File: src/rtl/seg7_pkg.sv
// -----------------------------------------------------------------------------
// seg7_pkg
// Shared definitions for the 7-segment scan driver: active-low segment codes
// for the ten decimal digits, the blank and dash patterns, and the BCD to
// segment conversion function used by the encoder.
// Segment bit order is {a,b,c,d,e,f,g}, bit 6 = a. A 0 lights a segment.
// -----------------------------------------------------------------------------
package seg7_pkg;

    localparam logic [6:0] SEG_0     = 7'b0000001;
    localparam logic [6:0] SEG_1     = 7'b1001111;
    localparam logic [6:0] SEG_2     = 7'b0010010;
    localparam logic [6:0] SEG_3     = 7'b0000110;
    localparam logic [6:0] SEG_4     = 7'b1001100;
    localparam logic [6:0] SEG_5     = 7'b0100100;
    localparam logic [6:0] SEG_6     = 7'b0100000;
    localparam logic [6:0] SEG_7     = 7'b0001111;
    localparam logic [6:0] SEG_8     = 7'b0000000;
    localparam logic [6:0] SEG_9     = 7'b0000100;
    localparam logic [6:0] SEG_BLANK = 7'b1111111;
    localparam logic [6:0] SEG_DASH  = 7'b1111110;

    // Non-decimal nibbles (10..15) show a dash so bad data is visible.
    function automatic logic [6:0] bcd_to_seg7(input logic [3:0] bcd);
        logic [6:0] code;
        case (bcd)
            4'd0:    code = SEG_0;
            4'd1:    code = SEG_1;
            4'd2:    code = SEG_2;
            4'd3:    code = SEG_3;
            4'd4:    code = SEG_4;
            4'd5:    code = SEG_5;
            4'd6:    code = SEG_6;
            4'd7:    code = SEG_7;
            4'd8:    code = SEG_8;
            4'd9:    code = SEG_9;
            default: code = SEG_DASH;
        endcase
        return code;
    endfunction

endpackage

File: src/rtl/bcd_to_seg7_enc.sv
// -----------------------------------------------------------------------------
// bcd_to_seg7_enc
// Purely combinational BCD nibble to active-low 7-segment encoder.
// Ports:
//   bcd  in  4  BCD nibble (10..15 encode as a dash)
//   seg  out 7  segments {a,b,c,d,e,f,g}, active-low
// -----------------------------------------------------------------------------
module bcd_to_seg7_enc
    import seg7_pkg::*;
(
    input  logic [3:0] bcd,
    output logic [6:0] seg
);

    // Segment lookup through the shared package function.
    always_comb begin
        seg = bcd_to_seg7(bcd);
    end

endmodule

File: src/rtl/seg7_scan_driver.sv
// -----------------------------------------------------------------------------
// seg7_scan_driver
// Time-multiplexed driver for an N-digit common-anode 7-segment display.
// A BCD word is accepted over valid/ready into a pending register and moved
// into the display register only at a frame boundary, so a single frame never
// mixes old and new digits. One digit is enabled per slot of REFRESH_DIV clocks.
// Ports:
//   clk         in   1             system clock
//   rst         in   1             synchronous reset, active-high
//   load_valid  in   1             load_bcd valid this cycle
//   load_ready  out  1             driver can accept a new word
//   load_bcd    in   4*NUM_DIGITS  packed BCD, nibble k = digit k
//   blank_lz    in   1             enable leading-zero blanking
//   seg         out  7             segments {a..g}, active-low
//   an          out  NUM_DIGITS    digit enables, active-low
//   frame_tick  out  1             one-cycle pulse at each frame wrap
// -----------------------------------------------------------------------------
module seg7_scan_driver
    import seg7_pkg::*;
#(
    parameter int NUM_DIGITS  = 4,
    parameter int REFRESH_DIV = 50000
) (
    input  logic                    clk,
    input  logic                    rst,
    input  logic                    load_valid,
    output logic                    load_ready,
    input  logic [4*NUM_DIGITS-1:0] load_bcd,
    input  logic                    blank_lz,
    output logic [6:0]              seg,
    output logic [NUM_DIGITS-1:0]   an,
    output logic                    frame_tick
);

    localparam int IDX_W   = (NUM_DIGITS > 1) ? $clog2(NUM_DIGITS) : 1;
    localparam int PRESC_W = $clog2(REFRESH_DIV);

    localparam logic [PRESC_W-1:0] PRESC_LAST = PRESC_W'(REFRESH_DIV - 1);
    localparam logic [IDX_W-1:0]   IDX_LAST   = IDX_W'(NUM_DIGITS - 1);

    logic [PRESC_W-1:0]      prescaler_q, prescaler_d;
    logic [IDX_W-1:0]        idx_q, idx_d;
    logic                    pending_q, pending_d;
    logic [4*NUM_DIGITS-1:0] pend_word_q, pend_word_d;
    logic [4*NUM_DIGITS-1:0] disp_q, disp_d;
    logic [6:0]              seg_q, seg_d;
    logic [NUM_DIGITS-1:0]   an_q, an_d;
    logic                    load_ready_q, load_ready_d;
    logic                    frame_tick_q, frame_tick_d;

    logic                    slot_end_s;
    logic                    frame_end_s;
    logic                    accept_s;
    logic [3:0]              sel_nibble_s;
    logic [6:0]              enc_seg_s;
    logic [NUM_DIGITS-1:0]   blank_mask_s;
    logic                    zero_above_s;
    logic                    blank_sel_s;

    bcd_to_seg7_enc u_enc (
        .bcd (sel_nibble_s),
        .seg (enc_seg_s)
    );

    // Slot timing, digit index and frame boundary detection.
    always_comb begin
        slot_end_s  = (prescaler_q == PRESC_LAST);
        frame_end_s = slot_end_s && (idx_q == IDX_LAST);

        if (slot_end_s) begin
            prescaler_d = '0;
        end else begin
            prescaler_d = prescaler_q + PRESC_W'(1);
        end

        if (!slot_end_s) begin
            idx_d = idx_q;
        end else if (idx_q == IDX_LAST) begin
            idx_d = '0;
        end else begin
            idx_d = idx_q + IDX_W'(1);
        end
    end

    // Handshake and pending/display transfer. The boundary transfer looks at
    // the pending flag from before this cycle, so a word accepted on the
    // boundary cycle itself waits for the following frame.
    always_comb begin
        accept_s    = load_valid & ~pending_q;
        pending_d   = pending_q;
        pend_word_d = pend_word_q;
        disp_d      = disp_q;

        if (frame_end_s && pending_q) begin
            disp_d    = pend_word_q;
            pending_d = 1'b0;
        end else begin
            disp_d    = disp_q;
        end

        if (accept_s) begin
            pend_word_d = load_bcd;
            pending_d   = 1'b1;
        end else begin
            pend_word_d = pend_word_q;
        end

        load_ready_d = ~pending_d;
        frame_tick_d = frame_end_s;
    end

    // Leading-zero mask: digit k is blankable when it and every more
    // significant digit are zero; digit 0 is never blanked.
    always_comb begin
        zero_above_s = 1'b1;
        blank_mask_s = '0;
        for (int k = NUM_DIGITS - 1; k >= 1; k--) begin
            zero_above_s    = zero_above_s & (disp_q[4*k +: 4] == 4'd0);
            blank_mask_s[k] = zero_above_s;
        end
    end

    // Digit select and output encoding for the current slot.
    always_comb begin
        sel_nibble_s = disp_q[4*idx_q +: 4];
        blank_sel_s  = blank_lz & blank_mask_s[idx_q];

        if (blank_sel_s) begin
            an_d  = '1;
            seg_d = SEG_BLANK;
        end else begin
            an_d  = ~(NUM_DIGITS'(1) << idx_q);
            seg_d = enc_seg_s;
        end
    end

    // State and output registers with synchronous reset.
    always_ff @(posedge clk) begin
        if (rst) begin
            prescaler_q  <= '0;
            idx_q        <= '0;
            pending_q    <= 1'b0;
            pend_word_q  <= '0;
            disp_q       <= '0;
            seg_q        <= SEG_BLANK;
            an_q         <= '1;
            load_ready_q <= 1'b1;
            frame_tick_q <= 1'b0;
        end else begin
            prescaler_q  <= prescaler_d;
            idx_q        <= idx_d;
            pending_q    <= pending_d;
            pend_word_q  <= pend_word_d;
            disp_q       <= disp_d;
            seg_q        <= seg_d;
            an_q         <= an_d;
            load_ready_q <= load_ready_d;
            frame_tick_q <= frame_tick_d;
        end
    end

    assign seg        = seg_q;
    assign an         = an_q;
    assign load_ready = load_ready_q;
    assign frame_tick = frame_tick_q;

endmodule

File: config.mk
export PLATFORM = sky130hd
export DESIGN_NAME = seg7_scan_driver
export DESIGN_NICKNAME = d
export VERILOG_FILES = /design/src/rtl/seg7_pkg.sv /design/src/rtl/bcd_to_seg7_enc.sv /design/src/rtl/seg7_scan_driver.sv
export SDC_FILE = /design/constraint.sdc
export NUM_CORES = 1
export LEC_CHECK = 0
export ABC_AREA = 1
export CAP_MARGIN = 40
export CORE_ASPECT_RATIO = 1.1
export CORE_MARGIN = 5
export CORE_UTILIZATION = 55
export DETAILED_ROUTE_END_ITERATION = 16
export PLACE_DENSITY = 0.9
export SLEW_MARGIN = 10
export SYNTH_ARGS = -nofsm -noshare
export SYNTH_HDL_FRONTEND = slang
export SYNTH_HIERARCHICAL = 1
export SYNTH_SLANG_ARGS = --single-unit
File: constraint.sdc
create_clock -name clk -period 3.4 [get_ports clk]
set_clock_uncertainty 0.15 [all_clocks]
set_input_delay 0.68 -clock clk [delete_from_list [all_inputs] [get_ports clk]]
set_output_delay 0.68 -clock clk [all_outputs]
set_load 0.01 [all_outputs]
# Word-level counts from Yosys, hierarchy flattened
# Memories as Yosys holds them, arrays and structs flattened. A register that Yosys moved wholly into a read port is not among the register bits.
# Cells that the tools add are included.
[word_totals] n_memories=1 regBits=57 mem_bits_ro=112
[mem_list] memory="(name not given)" depth=16 word_bits=7 read_ports=1 rd_clocked_by_memory_dff=1 write_ports=0 line="seg7_pkg.sv:26" text="case (bcd)"
[classes] eq_ne=2 n_bitwise=7 muxes=5 n_reduce_logical=7 shifts=2 add_sub_neg=2 order_cmp=1
[op_table] cell="$add A16 B1 Y16 const B" n=1
[op_table] cell="$eq A16 B16 Y1 const B" n=1
[op_table] cell="$shiftx A16 B5 Y4" n=1
[op_table] cell="$logic_not A4 Y1" n=3
[op_table] cell="$and A1 B1 Y1" n=4
[op_table] cell="$not A4 Y4" n=1
[op_table] cell="$reduce_or A2 Y1" n=2
[op_table] cell="$shl A1 B2 Y4 const A" n=1
[op_table] cell="$lt A2 B3 Y1 const B" n=1
[op_table] cell="$mux W1" n=3
[op_table] cell="$add A2 B1 Y2 const B" n=1
[op_table] cell="$bmux W1 S2" n=1
[op_table] cell="$eq A2 B2 Y1 const B" n=1
[op_table] cell="$logic_and A1 B1 Y1" n=2
[op_table] cell="$mux W2" n=1
[op_table] cell="$not A1 Y1" n=2

# Logic depth before layout (Yosys ltp)
[logic_depth] depth_word=7 mapped_depth=12

# By module
# The synthesis kept the hierarchy.
[by_module_without_submodules] module="seg7_scan_driver" cells_each=347 area_per_inst_um2=2658.8 n_inst=1 seq_area_each_um2=1281.2
[by_module_without_submodules] module="bcd_to_seg7_enc" cells_each=35 area_per_inst_um2=186.4 n_inst=1 seq_area_each_um2=0.0

# Worst setup path after synthesis
# Ideal clock, no wire load.
[synth_path] kind="register -> register" startpoint="register idx_q[0]" endpoint="register seg_q[3], in the netlist seg[3]" required_time_ns=3.131 synth_period_minus_slack_ns=2.106 path_slack_ns=1.294 n_path_buf=1 path_stages_with_launch=12 arrival_ns=1.837 path_cell_list="dfxtp_1 -> inv_1 -> clkbuf_1 -> o21ai_0 -> o22ai_1 -> inv_1 -> ha_1 -> nand2_1 -> nand3_1 -> nand2_1 -> inv_1 -> nand2_1"
[synth_via] elab_cells_between_ends=5 classes_between="1 x shift; 2 x mux; 1 x bitwise; 1 x reduce/logical"
[synth_lines] item="start, declared" line="seg7_scan_driver.sv:42" text="logic [IDX_W-1:0] idx_q, idx_d;"
[synth_lines] item="start signal, assigned" line="seg7_scan_driver.sv:151" text="idx_q <= idx_d;"
[synth_lines] item="$shiftx A16 B5 Y4" line="seg7_scan_driver.sv:125" text="sel_nibble_s = disp_q[4*idx_q +: 4];"
[synth_lines] item="named net sel_nibble_s[1]" line="seg7_scan_driver.sv:54" text="logic [3:0] sel_nibble_s;"
[synth_lines] item="end, declared" line="seg7_scan_driver.sv:46" text="logic [6:0] seg_q, seg_d;"
# The timed path passes the listed nets, and every way through them passes these cells. The select of a mux whose other input is x is not followed.
# A chain may end at the register's enable or synchronous reset.

# Worst setup path in the final report
# Same ends and word-level chain as after synthesis.

==> impl_metrics.yaml <==
critical_path:
  path_max_fanout: 14
  required_ns: 3.44
  setup.worst_path.class: "flop to flop"
  r2r_setup_slack_ns: 1.05
  start_kind: "flop"
  cp-end-kind: "flop"
  r2r_start: "idx_q[0]"
  r2r-end: "seg[3]"
  critical_path_arrival_ns: 2.39
  worst-r2r-cell-count: 10
die:
  die_x_um: 78.6
  dieHeight_um: 85.4
  dieArea_um2: 6710
  coreArea_um2: 5000
  row_count: 27
  num_io_pins: 33
  initial_core_util: 0.569
timing:
  fin_setup_tns_ns: 0
  setup_violations: 0
  fmax_ghz: 0.425
  worst_slack_ns: 1.05
  fin_crit_sh: 0.692
  slew_viol_final: 0
  fin_crit_ns: 2.35
  tightestPinTransition_ns: 0.857
  relSlewSlack: 0.426
  rsz0062_at_grt: "no"
  hold_violations: 0
run:
  drv_cap: 0
yosys:
  yosys_warnings: 6
  netlist_area_um2: 2850
  syn_area_per_cell_um2: 7.45
  syn_nets: 412
  async_reset_ff_frac: 0
  ys_seq_area_frac: 0.450
  synth_ff_type: "dfxtp_1"
  synth_edf_count: 0
  ys_types: 27
  syn_inst: 382
  ys_seq_elements: 64
pwr:
  ir_worst_vdd_uv: 337
  powerDensity_nw_per_um2: 428
  p_leak_nw: 1.31
global_route:
  grt-ovfl-total: 0
  grt_start_max_net_pins: 21
  grt_pass1_vias: 2389
  grt_pass1_wl_um: 10400
  antenna_found_initial: 0
  track_usage: 0.194
routing:
  dr.first_iter.drc_count: 248
  ant_nets: 0
  dr.pass1.iters: 6
  wl_um: 6080
  vias: 2629
  routedWlPerCell_um: 12.8
  drc: 0
  post_drt_via_cell_ratio: 5.55
clock_network:
  cts_buffer_depth: 2
  clk_pin_slew_ns: 0.07
  post_cts_resized: 0
  cts.sinks: 64
  tritoncts: "built"
  cts_hold_buf: 0
  cts_max_level: 3
  cts_made_buffers: 9
  cts_setup_buffers: 0
  cts_root_buf: "clkbuf_8"
  clock_latency_ns: 0.34
cells_and_area:
  area_growth_pct: 17.2
  final_nets: 444
  drive_gt1_frac: 0.0745
  layoutNonFillerInstCount: 474
  fillers: 429
  n_antenna_cell: 0
run_status:
  status: "finished clean"
placed_design:
  port_buffers: 32
  gp_congestion: 0.923
  numPlacedInstances: 460
  hpwl_um: 4360
  place_ws_ns: 0.990
hold_path:
  hold_start: "prescaler_q[0]"
  holdPathStages: 1
  worstHoldPathType: "flop to flop"
  hold_path_end: "prescaler_q[0]"
==> cells by family (layout without fill, tap and decap cells) <==
group | after synthesis | after routing | synth area share
compound gates | 63 | 63 | 0.114
flops | 64 | 64 | 0.450
xor+xnor | 4 | 4 | 0.0123
simple gates | 186 | 186 | 0.295
buf+inv | 55 | 89 | 0.0844
fa+ha+maj | 10 | 10 | 0.0440
==> metrics by stage <==
step           power [mW]   util  area [µm²]  hold WS [ns]
6_report             1.43  0.667        3340         0.306
5_1_grt              1.48  0.667        3340         0.331
3_3_place_gp        0.885  0.634        3170         0.283
4_1_cts              1.43  0.666        3330         0.309
2_1_floorplan       0.845      -        2850         0.267
3_5_place_dp        0.889  0.634        3170         0.295
==> critical path, stage by stage, from the launching register on <==
cell,delay [ns]
dfxtp_1,0.40
inv_1,0.33
o21ai_0,0.13
o22ai_1,0.34
inv_1,0.17
ha_1,0.33
nand2_1,0.08
nand3_1,0.11
nand2_1,0.07
inv_1,0.05
nand2_1,0.04
==> power by group <==
| group | leakage, nW | switching, mW | internal, mW |
|---|---|---|---|
| Combinational | 0.703 | 0.0404 | 0.0427 |
| Clock | 0.0842 | 0.262 | 0.291 |
| Sequential | 0.523 | 0.0155 | 0.774 |
| Total | 1.31 | 0.318 | 1.11 |
==> metal layers <==
layer | vias to the layer above | routed length [µm] | global-route usage
li1 | 1308 | - | -
met1 | 1201 | 2610 | 0.236
met2 | 109 | 2930 | 0.320
met3 | 11 | 404 | 0.0414
met4 | 0 | 132 | 0.105
met5 | - | 0 | 0
==> cell usage in the layout, fill, tap and decap left out, drive strengths merged <==
master,n
or2,1
clkbuf,12
xor2,4
buf,4
nand3,20
o31ai,1
nand2,67
nor3,10
nor3b,1
clkdlybuf4s50,32
ha,10
a31oi,1
o22ai,2
clkinv,1
inv,40
nor2,65
o21ai,30
nand3b,1
nand4,21
a21oi,29
dfxtp,64
==> synth_stat cells, drive strengths merged, types with 2 or more instances <==
library cell | instances | area share
nand3 | 20 | 0.040
dfxtp | 64 | 0.45
ha | 10 | 0.044
nand4 | 21 | 0.046
xor2 | 4 | 0.012
inv | 40 | 0.053
buf | 9 | 0.024
nor2 | 65 | 0.093
nand2 | 67 | 0.090
o21ai | 30 | 0.054
o22ai | 2 | 0.0044
clkbuf | 6 | 0.0079
nor3 | 10 | 0.018
a21oi | 29 | 0.051
==> final cells by class <==
cell class / count / area [µm²] / area share
Multi-Input combinational cell: 263 / 1320 / 0.397
Inverter: 40 / 150 / 0.0450
Clock buffer: 12 / 155 / 0.0465
Timing Repair Buffer: 36 / 348 / 0.104
Tap cell: 58 / 72.6 / 0.0218
Clock inverter: 1 / 5.00 / 0.00150
Sequential cell: 64 / 1280 / 0.384
==> how the worst max path moves through the flow <==
stage               slack (ns)     end  cells past startpoint      from
floorplan                 1.29  seg[3]                     11  idx_q[0]
global placement          1.09   an[1]                      3       rst
detailed placement        0.99   an[2]                      3       rst
CTS                       1.01  seg[3]                     10  idx_q[0]
global route              0.78  seg[3]                     10  idx_q[0]
finish                    1.05  seg[3]                     10  idx_q[0]
==> flip-flops by register name, indices dropped and copies added, names as in the netlist <==
signal	flops
seg	7
load_ready	1
an	4
disp_q	16
pend_word_q	16
prescaler_q	16
idx_q	2
frame_tick	1
pending_q	1
(Power assumes the default switching activity.)
